==> src/rtl/psum_spad_rmw.sv <==
`default_nettype none
// ============================================================================
// Module   : psum_spad_rmw
// Purpose  : Read-modify-write sequencer for a dual-port partial-sum
//            scratchpad. Each accepted (addr, data) update reads the stored
//            word on port A. One cycle later it writes stored+data on port B.
//            An update marked last also presents its result on a
//            valid/ready output stream. Back-to-back updates to the same
//            address take the in-flight sum directly, so the block sustains
//            one update per cycle.
// Ports    : clk_i, rst_ni           clock, asynchronous active-low reset
//            in_*                    update request stream (valid/ready)
//            out_*                   final result stream (valid/ready)
//            spad_re_a_o/addr_r_a_o  scratchpad port A read request
//            spad_data_a_i           port A read data (one cycle after read)
//            spad_we_b_o/addr_w_b_o/data_b_o  scratchpad port B write
// Options  : PSUM_SAT_EN  when defined, the add saturates to the signed
//                         range of DATA_WIDTH instead of wrapping.
// Revision : 1.0  initial release
// ============================================================================
module psum_spad_rmw #(
    parameter int DATA_WIDTH = 20,
    parameter int ADDR_WIDTH = 4
) (
    input  logic                  clk_i,
    input  logic                  rst_ni,
    // update request stream
    input  logic                  in_valid_i,
    output logic                  in_ready_o,
    input  logic [ADDR_WIDTH-1:0] in_addr_i,
    input  logic [DATA_WIDTH-1:0] in_data_i,
    input  logic                  in_init_i,
    input  logic                  in_last_i,
    // result stream
    output logic                  out_valid_o,
    input  logic                  out_ready_i,
    output logic [ADDR_WIDTH-1:0] out_addr_o,
    output logic [DATA_WIDTH-1:0] out_data_o,
    // scratchpad port A (read)
    output logic                  spad_re_a_o,
    output logic [ADDR_WIDTH-1:0] spad_addr_r_a_o,
    input  logic [DATA_WIDTH-1:0] spad_data_a_i,
    // scratchpad port B (write)
    output logic                  spad_we_b_o,
    output logic [ADDR_WIDTH-1:0] spad_addr_w_b_o,
    output logic [DATA_WIDTH-1:0] spad_data_b_o
);

    // S1 pipeline state
    logic                  r_s1_valid;
    logic [ADDR_WIDTH-1:0] r_s1_addr;
    logic [DATA_WIDTH-1:0] r_s1_data;
    logic                  r_s1_init;
    logic                  r_s1_last;
    logic                  r_s1_fwd;
    logic [DATA_WIDTH-1:0] r_s1_fwd_data;

    // Output register
    logic                  r_out_valid;
    logic [ADDR_WIDTH-1:0] r_out_addr;
    logic [DATA_WIDTH-1:0] r_out_data;

    logic                  w_accept;
    logic                  w_fwd_hit;
    logic [DATA_WIDTH-1:0] w_operand;
    logic [DATA_WIDTH-1:0] w_sum;

    // A last entry in S1 will load the output register at the end of this
    // cycle, so a new request is held off to keep that slot free.
    assign in_ready_o = (!r_out_valid || out_ready_i) && !(r_s1_valid && r_s1_last);
    assign w_accept   = in_valid_i && in_ready_o;

    assign spad_re_a_o     = w_accept;
    assign spad_addr_r_a_o = in_addr_i;

    // The write issued by S1 this cycle lands after the port A read of the
    // same cycle, so a same-address follower must take the sum directly.
    assign w_fwd_hit = r_s1_valid && (r_s1_addr == in_addr_i);

    // init wins over forwarding: the first update ignores any history.
    always_comb begin
        w_operand = spad_data_a_i;
        if (r_s1_init) begin
            w_operand = '0;
        end else if (r_s1_fwd) begin
            w_operand = r_s1_fwd_data;
        end
    end

`ifdef PSUM_SAT_EN
    localparam logic [DATA_WIDTH-1:0] c_sat_max = {1'b0, {(DATA_WIDTH-1){1'b1}}};
    localparam logic [DATA_WIDTH-1:0] c_sat_min = {1'b1, {(DATA_WIDTH-1){1'b0}}};

    logic [DATA_WIDTH:0] w_sum_ext;
    logic                w_ovf;

    // One guard bit: overflow occurred when it disagrees with the result MSB,
    // and the guard bit then carries the true sign of the result.
    assign w_sum_ext = {w_operand[DATA_WIDTH-1], w_operand}
                     + {r_s1_data[DATA_WIDTH-1], r_s1_data};
    assign w_ovf     = w_sum_ext[DATA_WIDTH] ^ w_sum_ext[DATA_WIDTH-1];

    always_comb begin
        w_sum = w_sum_ext[DATA_WIDTH-1:0];
        if (w_ovf) begin
            w_sum = w_sum_ext[DATA_WIDTH] ? c_sat_min : c_sat_max;
        end
    end
`else
    assign w_sum = w_operand + r_s1_data;
`endif

    assign spad_we_b_o     = r_s1_valid;
    assign spad_addr_w_b_o = r_s1_addr;
    assign spad_data_b_o   = w_sum;

    assign out_valid_o = r_out_valid;
    assign out_addr_o  = r_out_addr;
    assign out_data_o  = r_out_data;

    always_ff @(posedge clk_i or negedge rst_ni) begin
        if (!rst_ni) begin
            r_s1_valid    <= 1'b0;
            r_s1_addr     <= '0;
            r_s1_data     <= '0;
            r_s1_init     <= 1'b0;
            r_s1_last     <= 1'b0;
            r_s1_fwd      <= 1'b0;
            r_s1_fwd_data <= '0;
            r_out_valid   <= 1'b0;
            r_out_addr    <= '0;
            r_out_data    <= '0;
        end else begin
            r_s1_valid <= w_accept;
            if (w_accept) begin
                r_s1_addr     <= in_addr_i;
                r_s1_data     <= in_data_i;
                r_s1_init     <= in_init_i;
                r_s1_last     <= in_last_i;
                r_s1_fwd      <= w_fwd_hit;
                r_s1_fwd_data <= w_sum;
            end else begin
                r_s1_fwd      <= 1'b0;
            end

            if (r_s1_valid && r_s1_last) begin
                r_out_valid <= 1'b1;
                r_out_addr  <= r_s1_addr;
                r_out_data  <= w_sum;
            end else if (r_out_valid && out_ready_i) begin
                r_out_valid <= 1'b0;
            end
        end
    end

endmodule
`default_nettype wire

==> config.mk <==
export PLATFORM = sky130hd
export DESIGN_NAME = psum_spad_rmw
export DESIGN_NICKNAME = d
export VERILOG_FILES = /design/src/rtl/psum_spad_rmw.sv
export SDC_FILE = /design/constraint.sdc
export NUM_CORES = 1
export LEC_CHECK = 0
export ABC_CLOCK_PERIOD_IN_PS = 5140
export CAP_MARGIN = 10
export CELL_PAD_IN_SITES_DETAIL_PLACEMENT = 0
export CELL_PAD_IN_SITES_GLOBAL_PLACEMENT = 2
export CORE_AREA = 2 2 123 125
export CTS_BUF_LIST = sky130_fd_sc_hd__clkbuf_2 sky130_fd_sc_hd__clkbuf_4 sky130_fd_sc_hd__clkbuf_8
export CTS_CLUSTER_DIAMETER = 100
export DETAILED_ROUTE_END_ITERATION = 7
export DIE_AREA = 0 0 125 127
export GPL_TIMING_DRIVEN = 1
export PLACE_DENSITY_LB_ADDON = 0.1
export REMOVE_ABC_BUFFERS = 1
export SYNTH_ARGS = -nofsm -noshare
export SYNTH_HDL_FRONTEND = slang
export SYNTH_SLANG_ARGS = --single-unit
==> constraint.sdc <==
create_clock -name clk_i -period 5.14 [get_ports clk_i]
set_input_delay 0.771 -clock clk_i [delete_from_list [all_inputs] [get_ports clk_i]]
set_output_delay 0.771 -clock clk_i [all_outputs]
set_load 0.05 [all_outputs]
==> run_results.csv <==
group,metric,value,unit
clocking,path_clk_slew,0.08,ns
setup_path,reg2reg_slack,1.85,ns
setup_path,ff2ff_path_depth,11,
setup_path,crit_fanout,3,
sta,fin_worst_skew,0.00811,ns
floorplan,initial_core_util,29.8,%
grt,antenna_found_initial,0,
clocking,clk_path_buf_depth,2,
grt,grt_busiest_layer,"met2",
sta,setup_viol,0,
clocking,cts_buffers,9,
power_and_ir_drop,cellPowerDensity,656,mW/mm²
sta,tightestPinTransition,0.978,ns
drt,drt_iter0_drc,131,
grt,grt_max_degree,74,
sta,relSlewSlack,34.8,%
sta,worst_slack,0.479,ns
drt,ant_nets,0,
grt,grt_util_met1,22.9,%
run,drv_cap,0,
grt,use_met3,3.98,%
clocking,cts_root_buffer,"clkbuf_8",
floorplan,die_h,127,µm
drt,vias,3697,
clocking,post_cts_buffers,0,
floorplan,die_area,0.0159,mm²
sta,report.final.slew_viol_count,0,
clocking,cts.sinks,73,
drt,postRouteWirelength,12500,µm
drt,remaining_drc_errors,0,
grt,grt_pass1_wl,20200,µm
placed_design,dpl_worst_slack,0.489,ns
yosys,async_reset_ff_share,100,%
setup_path,crit_type,"in2out",
setup_path,end_kind,"output port",
final_layout,nNetsFinal,654,
final_layout,syn2layout_area_growth,31.9,%
drt,drt-vias-per-instance,4.78,
yosys,synthCells,490,
final_layout,design_area,0.00567,mm²
yosys,synth_cell_types,55,
setup_path,start_kind,"primary input",
grt,grt.total_usage,16.2,%
floorplan,std_cell_rows,44,
floorplan,die_x,125,µm
hold_path,hold_class,"reg2reg",
clocking,clock_latency,0.37,ns
final_layout,postLayoutCoreUtil,39.3,%
clocking,htreeDepth,3,
grt,use_met2,24.6,%
placed_design,port_buffers,105,
yosys,avgSynthCellArea,8.77,µm²
grt,grt_overflow,0,
drt,wl_per_cell,16.2,µm
yosys,yosysWarnings,0,
power_and_ir_drop,ir_drop,0.000349,V
yosys,synth_edf_count,0,
sta,finalSetupTns,0,ns
sta,post-route-period-util,90.7,%
sta,fmax,215,MHz
setup_path,crit_start,"spad_data_a_i[0]",
sta,hold_violations,0,
yosys,ys_seq_area_share,42.5,%
yosys,synth-seq-cells,73,
floorplan,core_area,0.0144,mm²
yosys,dominantRegCellSynth,"dfrtp_1",
final_layout,drive_gt1_share,9.34,%
floorplan,io_pins,106,
placed_design,dpl_cell_area,0.00545,mm²
yosys,netlist_area,0.00430,mm²
clocking,cts_resized,0,
setup_path,worstPathArrival,3.89,ns
clocking,cts_hold_buf,0,
sta,fin_crit,4.66,ns
setup_path,worstPathRequired,4.37,ns
setup_path,r2r_start,"r_s1_fwd$_DFF_PN0_",
status,outcome,"finished clean",
grt,grt_pass1_vias,3702,
sta,rsz0062_at_grt,"no",
placed_design,dp_hpwl,8700,µm
hold_path,hold_depth,2,
power_and_ir_drop,power.leakage,0.00264,µW
placed_design,gp_congestion,0.784,
clocking,cts_tree,"yes",
sta,hold-worst-slack,0.482,ns
final_layout,diodes,0,
hold_path,holdCritStartpoint,"out_data_o[5]$_DFFE_PN0P_",
drt,dr.pass1.iters,4,
-- metrics by stage --
step                power, µW  std cells
global route             3960        773
CTS                      3780        773
floorplan                2460        459
detailed placement       3230        757
global placement         3220        757
finish                   3720        773
-- cell families (layout without fill, tap and decap cells) --
group / count (synthesis) / count (layout) / share of synthesized area (%)
xor+xnor: 19 / 19 / 3.87
buf+inv: 39 / 138 / 5.15
simple gates: 226 / 226 / 22.1
mux: 29 / 29 / 6.99
compound gates: 84 / 84 / 13.4
fa+ha+maj: 20 / 20 / 6.00
flops: 73 / 73 / 42.5
-- state kept, by name (all words and copies together) (netlist names) --
| name | flops |
|---|---|
| spad_addr_w_b_o | 4 |
| out_addr_o | 4 |
| spad_we_b_o | 1 |
| r_s1_fwd_data | 20 |
| r_s1_last | 1 |
| out_data_o | 20 |
| r_s1_init | 1 |
| r_s1_fwd | 1 |
| out_valid_o | 1 |
| r_s1_data | 20 |
-- cells in the mapped netlist, types with 3 or more instances --
cell type / instances / share of area, %
a211oi_1: 5 / 0.87
a21o_1: 9 / 1.6
a21oi_1: 17 / 2.0
a221o_1: 5 / 1.2
a31oi_1: 3 / 0.44
and3_1: 3 / 0.44
and4_1: 4 / 0.82
buf_4: 5 / 0.87
buf_6: 3 / 0.79
clkbuf_1: 15 / 1.3
clkbuf_8: 3 / 0.96
dfrtp_1: 73 / 43
ha_1: 19 / 5.5
inv_1: 7 / 0.61
mux2_2: 8 / 2.1
mux2i_1: 21 / 4.9
nand2_1: 156 / 14
nand2b_1: 4 / 0.58
nand3_1: 7 / 0.82
nor2_1: 34 / 3.0
nor4_1: 4 / 0.58
o2111ai_1: 4 / 0.82
o21a_1: 5 / 0.87
o21ai_0: 16 / 1.9
o31ai_1: 5 / 0.87
or2_2: 3 / 0.44
xnor2_1: 11 / 2.2
xor2_1: 8 / 1.6
-- cells in the final DEF, fill, tap and decap left out, types with 5 or more instances in the layout --
cell	synthesis	routed
a221o_1	5	5
mux2i_1	21	21
xnor2_1	11	11
a211oi_1	5	5
nand2_1	156	156
inv_1	7	7
xor2_1	8	8
o31ai_1	5	5
o21ai_0	16	16
buf_4	5	19
o21a_1	5	5
dfrtp_1	73	73
clkdlybuf4s50_1	0	93
nor2_1	34	34
clkbuf_8	3	9
a21oi_1	17	17
nand3_1	7	7
ha_1	19	19
a21o_1	9	9
mux2_2	8	8
-- path summary, 6_finish.rpt --
check                                                      end
worst max-delay path                          spad_data_b_o[6]
worst min-delay path                 out_data_o[5]$_DFFE_PN0P_
worst max register to register      out_data_o[14]$_DFFE_PN0P_
worst min register to register       out_data_o[5]$_DFFE_PN0P_
max in group asynchronous       spad_addr_w_b_o[3]$_DFFE_PN0P_
min in group asynchronous            out_data_o[5]$_DFFE_PN0P_
-- final cells by class --
| cell class | instances | area (µm²) |
|---|---|---|
| Inverter | 8 | 30.0 |
| Fill cell | 1500 | 8760 |
| Sequential cell | 73 | 1830 |
| Tap cell | 184 | 230 |
| Clock buffer | 13 | 154 |
| Timing Repair Buffer | 114 | 1110 |
| Clock inverter | 3 | 65.1 |
| Multi-Input combinational cell | 378 | 2250 |
-- per-layer routing --
layer  part of all wire, %  wire length [µm]
met4                   1.3               167
met1                    50              6190
met3                   4.6               579
met2                    44              5560
met5                     0                 0
-- critical path, stage by stage --
cell,delay [ns]
clkdlybuf4s50_1,0.39
mux2i_1,0.12
nor2_1,0.06
ha_1,0.24
fa_1,0.42
a21o_2,0.22
and4_1,0.23
or2_2,0.30
xor2_1,0.27
clkdlybuf4s50_1,0.86
-- power breakdown --
| part | internal [µW] | total (µW) | switching [µW] | leakage (µW) |
|---|---|---|---|---|
| clock | 295 | 522 | 227 | 0.000115 |
| combinational | 786 | 2260 | 1480 | 0.00163 |
| sequential | 799 | 934 | 135 | 0.000897 |
| total | 1880 | 3720 | 1840 | 0.00264 |
No activity file was read; power rests on OpenSTA's default activity.
